<file path="config.mk">
export PLATFORM = sky130hd
export DESIGN_NAME = acc_datapath
export DESIGN_NICKNAME = d
export VERILOG_FILES = /design/src/rtl/acc_datapath.sv
export SDC_FILE = /design/constraint.sdc
export NUM_CORES = 1
export LEC_CHECK = 0
export CELL_PAD_IN_SITES_DETAIL_PLACEMENT = 0
export CELL_PAD_IN_SITES_GLOBAL_PLACEMENT = 1
export CORE_ASPECT_RATIO = 0.7
export CORE_MARGIN = 2
export CORE_UTILIZATION = 54
export CTS_CLUSTER_SIZE = 24
export DETAILED_ROUTE_END_ITERATION = 6
export PLACE_DENSITY_LB_ADDON = 0.25
export SETUP_SLACK_MARGIN = 0.02
export SLEW_MARGIN = 20
export SYNTH_ARGS = -nofsm -noshare
export SYNTH_HDL_FRONTEND = slang
export SYNTH_SLANG_ARGS = --single-unit
</file>
<file path="constraint.sdc">
create_clock -name clk -period 5.1 [get_ports clk]
set_input_delay 0.765 -clock clk [delete_from_list [all_inputs] [get_ports clk]]
set_output_delay 0.765 -clock clk [all_outputs]
set_load 0.05 [all_outputs]
</file>
<file path="src/rtl/acc_datapath.sv">
// acc_datapath: accumulator-machine datapath with PC, IR, MDR, Acc, ALU and a unified memory
module acc_datapath #(
  parameter int AW = 5,
  parameter int DW = 8
) (
  input  logic          clk,
  input  logic          rst,
  input  logic          AccSrc,
  input  logic          MemRead,
  input  logic          MemWrite,
  input  logic          ldIR,
  input  logic          ldMDR,
  input  logic          ldAcc,
  input  logic          IorD,
  input  logic          Asrc,
  input  logic          PCsrc,
  input  logic          PCwrite,
  input  logic          jz,
  input  logic [1:0]    ALUop,
  input  logic [1:0]    Bsrc,
  input  logic          ld_en,
  input  logic [AW-1:0] ld_addr,
  input  logic [DW-1:0] ld_data,
  output logic [2:0]    opcode,
  output logic          zero,
  output logic [DW-1:0] acc_out,
  output logic [AW-1:0] pc_out
);
  logic [AW-1:0] pc, mem_addr, pc_next;
  logic [DW-1:0] ir, mdr, acc, rdata, a, b, alu;
  logic [DW-1:0] mem [2**AW];
  assign mem_addr = IorD ? ir[AW-1:0] : pc;
  assign rdata    = mem[mem_addr];
  // Bench preload owns the write port when both writers collide
  always_ff @(posedge clk) begin
    if (ld_en) mem[ld_addr] <= ld_data;
    else if (MemWrite) mem[mem_addr] <= acc;
  end
  always_comb begin
    a   = Asrc ? acc : DW'(pc);
    b   = (Bsrc == 2'b00) ? mdr : (Bsrc == 2'b01) ? DW'(1) : '0;
    alu = (ALUop == 2'b00) ? a + b : (ALUop == 2'b01) ? a - b : (ALUop == 2'b10) ? a & b : ~a;
  end
  assign zero    = (alu == '0);
  assign pc_next = PCsrc ? ir[AW-1:0] : alu[AW-1:0];
  // MemRead alone captures MDR so the decode state can fetch the operand
  always_ff @(posedge clk or negedge rst) begin
    if (!rst) begin
      pc  <= '0;
      ir  <= '0;
      mdr <= '0;
      acc <= '0;
    end else begin
      if (ldIR) ir <= rdata;
      if (ldMDR | MemRead) mdr <= rdata;
      if (ldAcc) acc <= AccSrc ? mdr : alu;
      if (PCwrite | (jz & zero)) pc <= pc_next;
    end
  end
  assign opcode  = ir[DW-1:DW-3];
  assign acc_out = acc;
  assign pc_out  = pc;
endmodule

</file>
== Word-level counts from Yosys, hierarchy flattened ==
Memories as Yosys holds them, arrays and structs flattened.
Cells that the tools add are included.

* Bits in registers: 29
* Memory bits (writable): 256
* Input port bits: 31
* Memories: 1

* $add $sub $neg: 2
* Equality and inequality tests: 3
* Multiplexer cells: 17
* Bitwise operators: 5
* Reductions and logical operators: 4

{| class="wikitable"
|+ Memory list
! name !! words !! bits a word !! read ports !! clocked after memory_dff !! wr ports !! RTL line !! RTL
|-
| mem || 32 || 8 || 1 || 0 || 1 || 31 || <nowiki>logic [DW-1:0] mem [2**AW];</nowiki>
|}

{| class="wikitable"
|+ Operators with widths
! operator !! number
|-
| $mux 8 || 7
|-
| $mux 5 || 3
|-
| $add 8x8->8 || 1
|-
| $and 8x8->8 || 1
|-
| $logic_not 8->1 || 1
|-
| $not 8->8 || 1
|-
| $reduce_or 8->1 || 1
|-
| $sub 8x8->8 || 1
|-
| $mux 1 || 7
|-
| $eq 2x1->1 const B || 2
|-
| $logic_not 2->1 || 2
|-
| $eq 2x2->1 const B || 1
|-
| $or 1x1->1 || 2
|-
| $and 1x1->1 || 1
|}

== Longest topological paths before layout ==
* Depth in word-level cells: 10
* Gate-level depth with buffers: 14
* Depth with buffers taken out: 13

== Worst setup path before layout ==
OpenSTA, ideal clock, no wires.

* Path type: input port to output port
* Start point: input Asrc
* End point: output zero
* Arrival: 4571 ps
* Setup slack: -236 ps
* Stages on the path: 11
* Buffers on the path: 1
* Cell sequence: buf_6 > mux2i_1 > inv_1 > ha_1 > inv_1 > fa_1 > o21ai_0 > xnor2_1 > mux2_2 > or4b_1 > nor4b_1

* Longest elaborated chain between the ends: 6
* Elaborated cells on any way between the ends: 9

{| class="wikitable"
|+ Ends and longest elaborated chain
! what !! RTL line !! RTL
|-
| start, declared || 15 || <nowiki>input logic Asrc,</nowiki>
|-
| $mux 8 * || 40 || <nowiki>a = Asrc ? acc : DW'(pc);</nowiki>
|-
| branches (longest 3 deep; another with $sub 8x8->8) || -- ||
|-
| $mux 8 * || 42 || <nowiki>alu = (ALUop == 2'b00) ? a + b : (ALUop == 2'b01) ? a - b : (ALUop == 2'b10) ? a & b : ~a;</nowiki>
|-
| $logic_not 8->1 * || 44 || <nowiki>assign zero = (alu == '0);</nowiki>
|-
| end, declared || 25 || <nowiki>output logic zero,</nowiki>
|}

Mark *: on every way between the ends.

== Worst setup path in the final report ==
Ends and elaborated chain as after synthesis.

==> flow_results.xml <==
<?xml version="1.0" encoding="UTF-8"?>
<metrics>
  <group name="final_layout">
    <metric name="final_net_count" unit="">1188</metric>
    <metric name="area_growth" unit="%">13.6</metric>
    <metric name="mostFrequentLayoutCell" unit="">nand2_1</metric>
    <metric name="antennaDiodeCount" unit="">0</metric>
    <metric name="drive_gt1_share" unit="%">9.08</metric>
    <metric name="mostFrequentLayoutCells" unit="">nand2_1 (302), edfxtp_1 (256), nor2_1 (71), nand3_1 (67), clkdlybuf4s50_1 (46)</metric>
  </group>
  <group name="critical_path">
    <metric name="cells_along_the_critical_path" unit="">clkdlybuf4s50_1 &gt; buf_4 &gt; mux2i_1 &gt; ha_1 &gt; fa_1 &gt; nand2b_1 &gt; a21oi_1 &gt; nor3b_1 &gt; nor4_1 &gt; or4b_1 &gt; nor4b_4 &gt; buf_12</metric>
    <metric name="crit_type" unit="">input port to output port</metric>
    <metric name="reg2regPathDepth" unit="">12</metric>
    <metric name="cp.depth" unit="">12</metric>
    <metric name="worst-path-buf-inv" unit="">3</metric>
    <metric name="crit-reg2reg-launch" unit="">mdr[0]$_DFFE_PN0P_</metric>
    <metric name="cpLargestDelayFamily" unit="">simple AND/OR/NAND/NOR gates</metric>
    <metric name="crit_path_max_incr_delay" unit="ps">580</metric>
    <metric name="setup.reg_to_reg.worst_slack" unit="ps">1370</metric>
    <metric name="arrival" unit="ps">4130</metric>
    <metric name="r2r_end" unit="">pc_out[0]$_DFFE_PN0P_</metric>
    <metric name="critical_path.endpoint_type" unit="">output port</metric>
    <metric name="critical_path.slowest_cell" unit="">or4b_1</metric>
    <metric name="critical_path.startpoint_type" unit="">input port</metric>
    <metric name="worst-endpoint-required" unit="ps">4340</metric>
    <metric name="cp_max_fo" unit="">5</metric>
  </group>
  <group name="pwr">
    <metric name="power.share.switching" unit="%">38.6</metric>
    <metric name="report.power.total" unit="uW">7990</metric>
    <metric name="power_report.internal_total" unit="uW">4910</metric>
    <metric name="power.share.clock" unit="%">23.7</metric>
    <metric name="share_comb_of_total_power" unit="%">39.4</metric>
    <metric name="power.ir.vdd_worst" unit="V">0.000414</metric>
    <metric name="total_net_switching_power" unit="uW">3080</metric>
    <metric name="sequentialPowerShare" unit="%">36.8</metric>
    <metric name="cellPowerDensity" unit="nW/um^2">551</metric>
    <metric name="power.static_leakage" unit="uW">0.00525</metric>
  </group>
  <group name="min_path">
    <metric name="hold_path.class" unit="">flip-flop to flip-flop</metric>
    <metric name="min-delay-start" unit="">ir[7]$_DFFE_PN0P_</metric>
    <metric name="min_to" unit="">ir[7]$_DFFE_PN0P_</metric>
    <metric name="whs_path_depth" unit="">2</metric>
  </group>
  <group name="synth">
    <metric name="avgSynthCellArea" unit="um^2">11.6</metric>
    <metric name="warnings_synthesis" unit="">0</metric>
    <metric name="ys_ff_latch" unit="">285</metric>
    <metric name="syn_inst_count" unit="">1101</metric>
    <metric name="yosys_most_used_dff" unit="">edfxtp_1</metric>
    <metric name="yosys.cell_types.count" unit="">55</metric>
    <metric name="synth.net_count" unit="">1152</metric>
    <metric name="synth-edff-count" unit="">256</metric>
    <metric name="area_of_the_mapped_netlist" unit="um^2">12800</metric>
    <metric name="synth_seq_area_share" unit="%">65.9</metric>
    <metric name="ys_async_sr_fraction" unit="%">10.2</metric>
  </group>
  <group name="cts">
    <metric name="clock_insertion_delay_worst_skew" unit="ps">520</metric>
    <metric name="cts_root_buf" unit="">clkbuf_16</metric>
    <metric name="clock_tree.htree_level_count" unit="">1</metric>
    <metric name="post_cts_buffers" unit="">0</metric>
    <metric name="cts_num_sinks" unit="">285</metric>
    <metric name="tritoncts" unit="">yes</metric>
    <metric name="worst_setup_hold_path_clk_slew" unit="ps">60</metric>
    <metric name="clockBufferDepth" unit="">3</metric>
    <metric name="cts-buffers-inserted" unit="">27</metric>
  </group>
  <group name="routing">
    <metric name="first_pass_iters" unit="">5</metric>
    <metric name="routed_wirelength" unit="um">31500</metric>
    <metric name="wire_per_inst" unit="um">21.3</metric>
    <metric name="avgViaCountPerCell" unit="">5.86</metric>
    <metric name="final_antenna_net_count" unit="">0</metric>
    <metric name="via_count" unit="">8639</metric>
    <metric name="remaining_drc_errors" unit="">0</metric>
    <metric name="drt_first_iter_violations" unit="">724</metric>
  </group>
  <group name="grt">
    <metric name="grt_overflow_total" unit="">0</metric>
    <metric name="global_route_wire_length_before_repair" unit="um">48600</metric>
    <metric name="grt_pass1_vias" unit="">8148</metric>
    <metric name="number_of_antenna_violations_at_the_first_check_in_global_routing" unit="">0</metric>
    <metric name="grt_usage" unit="%">25.7</metric>
    <metric name="largest_net_degree_at_the_start_of_global_routing" unit="">93</metric>
  </group>
  <group name="sta">
    <metric name="min_period" unit="ps">4900</metric>
    <metric name="timing_worst_slew_pin_value" unit="ps">1130</metric>
    <metric name="fmaxAchievable" unit="MHz">204</metric>
    <metric name="max_slew_margin" unit="%">24.0</metric>
    <metric name="final.period_utilization" unit="%">96.0</metric>
    <metric name="setup_repair_after_global_routing_missed_its_margin" unit="">no</metric>
    <metric name="final_setup_tns" unit="ps">0</metric>
    <metric name="hold_viol_final" unit="">0</metric>
    <metric name="final_setup_violation_count" unit="">0</metric>
    <metric name="skew" unit="ps">8.71</metric>
    <metric name="final_worst_setup_slack" unit="ps">205</metric>
    <metric name="maxSlewViolCount" unit="">0</metric>
    <metric name="fin_hold_ws" unit="ps">561</metric>
  </group>
  <group name="floorplan">
    <metric name="fp-row-count" unit="">47</metric>
    <metric name="dieHeight" unit="um">133</metric>
    <metric name="design.die.area" unit="um^2">24900</metric>
    <metric name="die_w" unit="um">188</metric>
    <metric name="placeableCoreArea" unit="um^2">23400</metric>
    <metric name="ios" unit="">48</metric>
    <metric name="initial_utilization" unit="%">54.6</metric>
  </group>
  <group name="placed_design">
    <metric name="dp.final_hpwl" unit="um">20500</metric>
    <metric name="place_ws" unit="ps">212</metric>
    <metric name="i_o_buffers" unit="">47</metric>
    <metric name="finalWeightedCongestion" unit="">0.920</metric>
  </group>
  <group name="run">
    <metric name="max-cap-violations" unit="">0</metric>
  </group>
  <group name="outcome">
    <metric name="status" unit="">completed</metric>
  </group>
</metrics>
-- metrics by stage --
stage,std cells,instance area [um^2],util (%)
final,1475,14500,62.0
after global routing,1475,14500,62.0
after CTS,1475,14500,61.9
after detailed placement,1426,13700,58.4
after global placement,1426,13700,58.4
after floorplan,1101,12800,-
-- layer usage --
metal	global-route usage [%]	wire length [um]
met1	42.8	15100
met2	35.7	13300
met3	4.01	2610
met4	4.29	439
met5	0	0
-- flip-flops by register name, indices dropped and copies added (netlist names) --
signal and cells:
acc_out 8, mem 256, mdr 8, pc_out 5
ir 8
-- final cells by class --
cell class                 count  area (um^2)
clock buffer                  34          702
clock inverter                15          121
fill                        1844         8900
inverter                      19         71.3
multi-input combinational    728         4060
sequential                   285         8410
tap                          318          398
timing repair buffer          76          736
-- worst max path at each step --
stage	slack, ps	to	start
2_1_floorplan	440	zero	Asrc
3_3_place_gp	220	zero	Asrc
3_5_place_dp	210	zero	Asrc
4_1_cts	200	zero	Asrc
5_1_grt	30	zero	Asrc
6_report	200	zero	Asrc
-- worst min-delay path: stages, from the launching register on --
cell     delay, ps
dfrtp_1        360
nor2_1          50
a21oi_1        110
-- what timing repair did --
item / 4_1_cts / 5_1_grt
resized for setup: 0 / 2
hold buffers: 0 / 0
endpoints found under the hold margin: 0 / 0
endpoints found under the setup margin: 0 / 1
-- Yosys cell counts (2+ instances only) --
| library cell | number | area (um^2) |
|---|---|---|
| o22ai_1 | 3 | 18.8 |
| nor2_1 | 71 | 267 |
| o32a_1 | 2 | 20.0 |
| o21ai_0 | 18 | 90.1 |
| a22oi_1 | 16 | 120 |
| fa_1 | 2 | 40.0 |
| a21oi_1 | 32 | 160 |
| and3_1 | 33 | 206 |
| a311oi_1 | 32 | 280 |
| ha_1 | 18 | 225 |
| or2_2 | 2 | 12.5 |
| a31oi_1 | 34 | 213 |
| buf_2 | 4 | 20.0 |
| nor3b_1 | 2 | 15.0 |
| inv_1 | 19 | 71.3 |
| and2_1 | 6 | 37.5 |
| o21a_1 | 4 | 30.0 |
| edfxtp_1 | 256 | 7690 |
| nand2b_1 | 3 | 18.8 |
| o221a_2 | 2 | 22.5 |
| mux2_2 | 24 | 270 |
| nor3_1 | 8 | 40.0 |
| nand3_1 | 67 | 335 |
| dfrtp_1 | 29 | 726 |
| nor4b_1 | 2 | 17.5 |
| nand2_1 | 302 | 1130 |
| nor2b_1 | 9 | 56.3 |
| buf_4 | 4 | 30.0 |
| buf_1 | 13 | 48.8 |
| clkbuf_1 | 47 | 176 |
| mux2i_1 | 13 | 130 |
-- power groups by stage --
stage                     clock (uW)  combinational (uW)  sequential, uW
after floorplan                    0                1890            3080
after global placement             0                3080            2990
after detailed placement           0                3100            2990
after CTS                       1910                3110            2940
after global routing            2010                3410            2960
final                           1890                3150            2940
-- kinds of logic (layout without fill, tap and decap cells) --
logic type | after synthesis | count (layout) | synth area share, %
flops | 285 | 285 | 65.9
fa+ha+maj | 20 | 20 | 2.08
buf+inv | 88 | 144 | 2.80
compound gates | 157 | 157 | 8.59
simple gates | 510 | 510 | 17.1
xor+xnor | 2 | 2 | 0.137
mux | 39 | 39 | 3.43
Power figures use the tool's default switching activity.
